**src/rtl/pc_pkg.sv**
```systemverilog
// Shared types for the fetch-stage PC with its return-address stack.
package pc_pkg;
  localparam int PC_ADDR_W_DEFAULT = 12;

  typedef enum logic [1:0] {
    PC_NEXT = 2'b00,
    PC_JUMP = 2'b01,
    PC_CALL = 2'b10,
    PC_RET  = 2'b11
  } pc_op_t;
endpackage

```
**src/rtl/ret_stack.sv**
```systemverilog
// LIFO return-address storage with occupancy count; circular overwrite of the
// oldest entry when full is enabled by the PC_STACK_WRAP_EN macro.
module ret_stack
  import pc_pkg::*;
#(
  parameter int ADDR_W = PC_ADDR_W_DEFAULT,
  parameter int DEPTH  = 8,
  localparam int CNT_W = $clog2(DEPTH + 1)
) (
  input  logic              clk,
  input  logic              rst,
  input  logic              push,
  input  logic              pop,
  input  logic [ADDR_W-1:0] din,
  output logic [ADDR_W-1:0] top,
  output logic [CNT_W-1:0]  count,
  output logic              full,
  output logic              empty
);
  localparam int PTR_W = $clog2(DEPTH);

  logic [ADDR_W-1:0] mem [DEPTH];
  logic [PTR_W-1:0]  sp_q, sp_d, sp_last;
  logic [CNT_W-1:0]  count_q, count_d;
  logic              wr_en;

  // Pointer arithmetic wraps at DEPTH, which need not be a power of two.
  function automatic logic [PTR_W-1:0] ptr_inc(input logic [PTR_W-1:0] p);
    return (p == PTR_W'(DEPTH - 1)) ? '0 : p + PTR_W'(1);
  endfunction

  function automatic logic [PTR_W-1:0] ptr_dec(input logic [PTR_W-1:0] p);
    return (p == '0) ? PTR_W'(DEPTH - 1) : p - PTR_W'(1);
  endfunction

  assign full    = (count_q == CNT_W'(DEPTH));
  assign empty   = (count_q == '0);
  assign sp_last = ptr_dec(sp_q);
  assign top     = empty ? '0 : mem[sp_last];
  assign count   = count_q;

  always_comb begin
    sp_d    = sp_q;
    count_d = count_q;
    wr_en   = 1'b0;
    if (push && !full) begin
      wr_en   = 1'b1;
      sp_d    = ptr_inc(sp_q);
      count_d = count_q + CNT_W'(1);
    end
`ifdef PC_STACK_WRAP_EN
    else if (push) begin
      // When full, sp_q points at the oldest entry, so this overwrites it.
      wr_en = 1'b1;
      sp_d  = ptr_inc(sp_q);
    end
`endif
    else if (pop && !empty) begin
      sp_d    = sp_last;
      count_d = count_q - CNT_W'(1);
    end
  end

  always_ff @(posedge clk) begin
    if (rst) begin
      sp_q    <= '0;
      count_q <= '0;
    end else begin
      sp_q    <= sp_d;
      count_q <= count_d;
    end
  end

  always_ff @(posedge clk) begin
    if (wr_en) mem[sp_q] <= din;
  end
endmodule

```
**src/rtl/pc_ret_stack.sv**
```systemverilog
// Program counter with CALL/RET return-address stack and sticky ovf/unf flags.
// Build option: PC_STACK_WRAP_EN makes the stack circular on overflow.
module pc_ret_stack
  import pc_pkg::*;
#(
  parameter int ADDR_W = PC_ADDR_W_DEFAULT,
  parameter int DEPTH  = 8,
  localparam int CNT_W = $clog2(DEPTH + 1)
) (
  input  logic              clk,
  input  logic              rst,
  input  logic              stall,
  input  logic [1:0]        op,
  input  logic [ADDR_W-1:0] target,
  input  logic              flag_clr,
  output logic [ADDR_W-1:0] pc,
  output logic [ADDR_W-1:0] top,
  output logic [CNT_W-1:0]  count,
  output logic              full,
  output logic              empty,
  output logic              ovf,
  output logic              unf
);
  pc_op_t            op_e;
  logic [ADDR_W-1:0] pc_q, pc_d, pc_inc;
  logic              ovf_q, ovf_d, unf_q, unf_d;
  logic              push_req, pop_req;

  assign op_e   = pc_op_t'(op);
  assign pc_inc = pc_q + ADDR_W'(1);

  ret_stack #(.ADDR_W(ADDR_W), .DEPTH(DEPTH)) u_stack (
    .clk   (clk),
    .rst   (rst),
    .push  (push_req),
    .pop   (pop_req),
    .din   (pc_inc),
    .top   (top),
    .count (count),
    .full  (full),
    .empty (empty)
  );

  always_comb begin
    pc_d     = pc_q;
    push_req = 1'b0;
    pop_req  = 1'b0;
    // Clear first so a coincident new event still sets the flag.
    ovf_d    = ovf_q & ~flag_clr;
    unf_d    = unf_q & ~flag_clr;
    if (!stall) begin
      case (op_e)
        PC_NEXT: pc_d = pc_inc;
        PC_JUMP: pc_d = target;
        PC_CALL: begin
          pc_d     = target;
          push_req = 1'b1;
          if (full) ovf_d = 1'b1;
        end
        PC_RET: begin
          if (!empty) begin
            pc_d    = top;
            pop_req = 1'b1;
          end else begin
            pc_d  = pc_inc;
            unf_d = 1'b1;
          end
        end
        default: pc_d = pc_inc;
      endcase
    end
  end

  always_ff @(posedge clk) begin
    if (rst) begin
      pc_q  <= '0;
      ovf_q <= 1'b0;
      unf_q <= 1'b0;
    end else begin
      pc_q  <= pc_d;
      ovf_q <= ovf_d;
      unf_q <= unf_d;
    end
  end

  assign pc  = pc_q;
  assign ovf = ovf_q;
  assign unf = unf_q;
endmodule

```
**config.mk**
```make
export PLATFORM = sky130hd
export DESIGN_NAME = pc_ret_stack
export DESIGN_NICKNAME = d
export VERILOG_FILES = /design/src/rtl/pc_pkg.sv /design/src/rtl/ret_stack.sv /design/src/rtl/pc_ret_stack.sv
export SDC_FILE = /design/constraint.sdc
export NUM_CORES = 1
export LEC_CHECK = 0
export CORE_UTILIZATION = 45
export CTS_BUF_LIST = sky130_fd_sc_hd__clkbuf_8 sky130_fd_sc_hd__clkbuf_16
export DETAILED_ROUTE_END_ITERATION = 7
export PLACE_DENSITY = 0.68
export SLEW_MARGIN = 10
export SYNTH_ARGS = -nofsm -noshare
export SYNTH_HDL_FRONTEND = slang
export SYNTH_HIERARCHICAL = 1
export SYNTH_SLANG_ARGS = --single-unit
```
**constraint.sdc**
```tcl
create_clock -name clk -period 2.85 [get_ports clk]
set_input_delay 0.57 -clock clk [delete_from_list [all_inputs] [get_ports clk]]
set_output_delay 0.57 -clock clk [all_outputs]
set_load 0.02 [all_outputs]
```
# Word level (Yosys, flattened, before mapping)
# Memory sizes are Yosys's and may differ from the RTL's.
# Index checks and enable logic that the tools add are counted.
# W data, S select, Z words.
# totals
regBits	21
latch_bits	0
mem_bits_rw	96
mem_bits_ro	0
out_inout_bits	32
word_cells	51
memories	1
# mem_list
memory	words	width	rd	rd_ports_with_merged_regs	wr	line_no	rtl
u_stack.mem	8	12	1	0	1	ret_stack.sv:22	logic [ADDR_W-1:0] mem [DEPTH];
# classes
n_addsub	5
n_mul	0
n_div	0
n_lt_le_gt_ge	0
n_eq_ne	5
shifts	0
n_mux	23
bitwise	3
n_reduce_logical	9
# ops
cell	count
$pmux W12 S3	1
$mux W12	2
$mux W1	14
$add A12 B1 Y12 const B	1
$mux W3	4
$mux W4	2
$add A4 B1 Y4 const B	1
$eq A2 B2 Y1 const B	2
$eq A4 B4 Y1 const B	1
$logic_not A4 Y1	1
$sub A4 B1 Y4 const B	1
$add A3 B1 Y3 const B	1
$eq A3 B3 Y1 const B	1
$logic_not A3 Y1	1
$sub A3 B1 Y3 const B	1
$and A1 B1 Y1	2
$eq A2 B1 Y1 const B	1
$logic_and A1 B1 Y1	2
$logic_not A1 Y1	2
$logic_not A2 Y1	1
$reduce_bool A2 Y1	1
$reduce_or A2 Y1	1
$not A1 Y1	1

# Longest topological paths before layout
# logic_depth
ltp_word	7
mapped_depth	11
ltp_nobuf	10

# By module
# The synthesis kept the hierarchy.
# by_module_without_submodules
module	n_inst	cells_per_inst	area_per_inst_um2	seq_area_each_um2
ret_stack	1	205	4100.2	3022.9
pc_ret_stack	1	129	1084.8	280.3

# Worst setup path before layout
# OpenSTA, ideal clock, no wires.
# synth_path
path_type	register to register
from	reg u_stack.count_q[0] (netlist: u_stack/count[0])
to	reg u_stack.sp_q[0]
arrival_time_ns	2.982
t_required_ns	2.718
setup_slack_ns	-0.264
path_stages_with_launch	9
path_buffers	1
synth_period_minus_slack_ns	3.114
path_cell_list	dfxtp_1 -> nor4_1 -> nor2b_1 -> buf_2 -> nor2b_1 -> o41a_1 -> a21oi_1 -> a221oi_1 -> a21boi_0
# synth_between
elab_chain_len	6
# synth_lines
item	line_no	rtl
start, declared	ret_stack.sv:24	logic [CNT_W-1:0] count_q, count_d;
start signal, assigned	ret_stack.sv:70	count_q <= count_d;
$logic_not A4 Y1	ret_stack.sv:37	assign empty = (count_q == '0);
via empty	pc_ret_stack.sv:20	output logic empty,
$mux W1	pc_ret_stack.sv:61	if (!empty) begin
$mux W1	pc_ret_stack.sv:52	case (op_e)
$mux W1	pc_ret_stack.sv:51	if (!stall) begin
via pop_req	pc_ret_stack.sv:27	logic push_req, pop_req;
$logic_and A1 B1 Y1	ret_stack.sv:58	else if (pop && !empty) begin
$reduce_bool A2 Y1 (no line)	--	
end signal, assigned	ret_stack.sv:69	sp_q <= sp_d;
end, declared	ret_stack.sv:23	logic [PTR_W-1:0] sp_q, sp_d, sp_last;
# The timed path passes the listed nets, and every way through them passes these cells.
# A chain may end at the register's enable or synchronous reset.

# Final worst setup path
# layout_path
from	reg u_stack.sp_q[1]
to	out top[4]
# layout_between
elab_chain_len	4
# layout_lines
item	line_no	rtl
$sub A3 B1 Y3 or $logic_not A3 Y1 (tied branches)	ret_stack.sv:33	return (p == '0) ? PTR_W'(DEPTH - 1) : p - PTR_W'(1);
$mux W3 *	ret_stack.sv:33	
$mem_v2 Z8 W12 *	--	
$mux W12 *	ret_stack.sv:39	assign top = empty ? '0 : mem[sp_last];
end, declared	pc_ret_stack.sv:17	output logic [ADDR_W-1:0] top,
# Mark *: on every way between the ends. The rest lies on a longest branch, timed or not.

==> results.sh <==
export IMPL_synth_seq_cells=117
export IMPL_final_nets=468
export IMPL_setup_viol=6
export IMPL_drtIter0Drc=372
export IMPL_period_minus_slack_ns=2.89
export IMPL_path_delay_family="multiplexers"
export IMPL_critPathBufInv=3
export IMPL_post_route_util_pct=62.2
export IMPL_fp_dieW_um=109
export IMPL_grt_start_max_net_pins=22
export IMPL_yosys_area_top_type_share_pct=55.6
export IMPL_grt_pass1_vias=3563
export IMPL_path_class="flop to primary output"
export IMPL_cts_hold_buf=0
export IMPL_worst_slew_pin_slew_ns=0.639
export IMPL_coreArea_mm2=0.0110
export IMPL_yosysUniqueCellTypes=57
export IMPL_relSlewSlack_pct=57.1
export IMPL_drv_cap=0
export IMPL_syn_area_mm2=0.00518
export IMPL_placed_cells=548
export IMPL_path_clk_slew_ns=0.06
export IMPL_dr_pass1_iters=5
export IMPL_place_congestion=0.842
export IMPL_clkLatencyLatePin_ns=0.41
export IMPL_numCtsBuffers=17
export IMPL_synth_edf_count=96
export IMPL_cts_tree="yes"
export IMPL_worst_setup_path_end_kind="primary output"
export IMPL_wl_per_cell_um=22.5
export IMPL_cpPeakStageDelay_ns=0.50
export IMPL_multi_input_area_mm2=0.00184
export IMPL_nFillCells=820
export IMPL_violations="setup timing"
export IMPL_fmax_mhz=346
export IMPL_hold_violations=0
export IMPL_dieArea_mm2=0.0120
export IMPL_area_growth_pct=32.4
export IMPL_synth_top_cells_by_count="edfxtp_1 (96), mux4_2 (25), dfxtp_1 (21), nand2_1 (17), inv_1 (13)"
export IMPL_hold_class="flop to flop"
export IMPL_ys_async_sr_fraction_pct=0
export IMPL_ir_drop_mv=0.373
export IMPL_timing_final_ws_setup_ns=-0.0405
export IMPL_detail_route_antenna_nets=0
export IMPL_syn_nets=363
export IMPL_start_util_pct=47.0
export IMPL_postLayoutCellArea_mm2=0.00686
export IMPL_avgSynthCellArea_um2=15.5
export IMPL_crit_chain="inv_2 > ha_4 > ha_4 > nand2b_4 > buf_12 > mux4_2 > a22o_1 > buf_6"
export IMPL_cp_slowest_cell="mux4_2"
export IMPL_antenna_cells=0
export IMPL_die_h_um=109
export IMPL_rows=38
export IMPL_finalPower_mw=4.41
export IMPL_synth_area_leaders="edfxtp_1 (56%), mux4_2 (11%), dfxtp_1 (8.1%)"
export IMPL_antenna_found_initial=0
export IMPL_yosysMostFrequentCell="edfxtp_1"
export IMPL_crit_fanout=6
export IMPL_io_buffers=49
export IMPL_wl_um=13300
export IMPL_leakage_nw=2.49
export IMPL_clock_path_buffers=2
export IMPL_cp_start_kind="flop"
export IMPL_cp_data_required_time_ns=2.28
export IMPL_num_vias=3513
export IMPL_place_hpwl_um=8370
export IMPL_drc=0
export IMPL_arrival_ns=2.32
export IMPL_rsz0062_at_grt="yes"
export IMPL_critPathMostFrequentCell="ha_4"
export IMPL_seq_area_frac_synth_pct=63.7
export IMPL_fin_hold_ws_ns=0.487
export IMPL_finalNonFillerCells=591
export IMPL_clock_skew_ns=0.00978
export IMPL_htreeDepth=4
export IMPL_grtUsageTotal_pct=24.6
export IMPL_drive_above_1_share_pct=32.2
export IMPL_io_pins=50
export IMPL_powerDensity_mw_per_mm2=642
export IMPL_placed_area_mm2=0.00615
export IMPL_ys_flop_type="edfxtp_1"
export IMPL_dp_slack_ns=-0.163
export IMPL_status="complete, but fails checks"
export IMPL_clkSinkCount=117
export IMPL_grt_overflow_total=0
export IMPL_root_buffer="clkbuf_16"
export IMPL_min_period_over_period_pct=101
export IMPL_via_per_inst=5.94
export IMPL_drv_slew=0
export IMPL_grt_first_pass_wirelength_um=20600
export IMPL_synth_warnings=6
export IMPL_regArea_mm2=0.00331
export IMPL_fin_tns_setup_ns=-0.136
export IMPL_synthCells=334
export IMPL_yosysTopAreaCell="edfxtp_1"
==> area by class of cell <==
cell class	instances	share of cell area, %
clock buffer	17	6.20
clock inverter	14	1.53
inverter	14	0.766
multi-input combinational	188	26.8
sequential	117	48.2
tap	140	2.55
timing repair buffer	101	14.0
==> state kept, by name, summed over array words and instances (netlist names) <==
name / flops
ovf: 1
u_stack/mem: 96
u_stack/sp_q: 3
unf: 1
u_stack/count: 4
pc: 12
==> repair_timing <==
action	CTS	global route
setup buffers	8	4
cloned	2	0
setup endpoints to repair	12	13
resized for setup	80	7
pin swaps	11	7
==> cell usage in the layout, fill, tap and decap left out, types with 3 or more instances in the layout <==
cell type / instances
mux4_2: 25
dfxtp_1: 19
nand2b_1: 3
o32ai_1: 5
a22oi_1: 11
a21o_1: 3
nor2b_1: 5
buf_4: 46
and3_1: 4
a22o_1: 12
clkbuf_16: 17
ha_1: 8
xor2_1: 8
buf_6: 13
o21ai_0: 3
nand2_1: 17
clkinv_2: 3
nor4_2: 4
clkinv_4: 5
nor3_2: 6
buf_12: 5
a21oi_1: 12
nor4_1: 3
clkdlybuf4s50_1: 37
o32a_1: 3
xnor2_1: 4
inv_1: 11
nor2_1: 11
inv_6: 4
edfxtp_1: 96
==> report_power, final <==
part | total [mW] | internal, mW | switching [mW]
combinational | 0.593 | 0.286 | 0.307
clock | 1.89 | 1.11 | 0.780
sequential | 1.92 | 1.89 | 0.0344
==> worst reg2reg max path, cell delays in order, from the launching register on <==
cell and delay, ns:
dfxtp_2 0.32, inv_2 0.08, ha_4 0.14, ha_4 0.12
nand2b_4 0.19, buf_12 0.15, mux4_2 0.50, a22o_1 0.28
buf_4 0.14, buf_4 0.12, buf_4 0.13, a22oi_2 0.13
nor3_2 0.06, a311o_1 0.31
==> cell families (layout without fill, tap and decap cells) <==
logic type | count (synthesis) | in the layout | share of synthesized area [%]
DFF | 117 | 117 | 63.7
AOI/OAI and AO/OA | 68 | 68 | 10.0
and+or+nand+nor | 68 | 68 | 7.46
muxes | 29 | 29 | 11.7
buffers and inverters | 29 | 146 | 2.29
xor gates and xnor gates | 12 | 12 | 2.03
adders and majority gates | 11 | 11 | 2.80
==> routing by layer <==
layer / share of wire [%] / vias up / GRT usage (%)
li1: - / 1559 / -
met2: 48 / 180 / 39.8
met5: 0 / - / 0
met4: 2.0 / 0 / 8.57
met1: 42 / 1754 / 32.9
met3: 7.9 / 20 / 5.45
==> worst paths after layout <==
check / slack, ns / depth (start not counted) / endpoint / start
min reg2reg: 0.49 / 2 / unf / unf
max reg2reg: 0.06 / 13 / pc[11] / u_stack/sp_q[1]
max: -0.04 / 8 / top[4] / u_stack/sp_q[1]
min: 0.49 / 2 / unf / unf
Power figures use the tool's default switching activity.
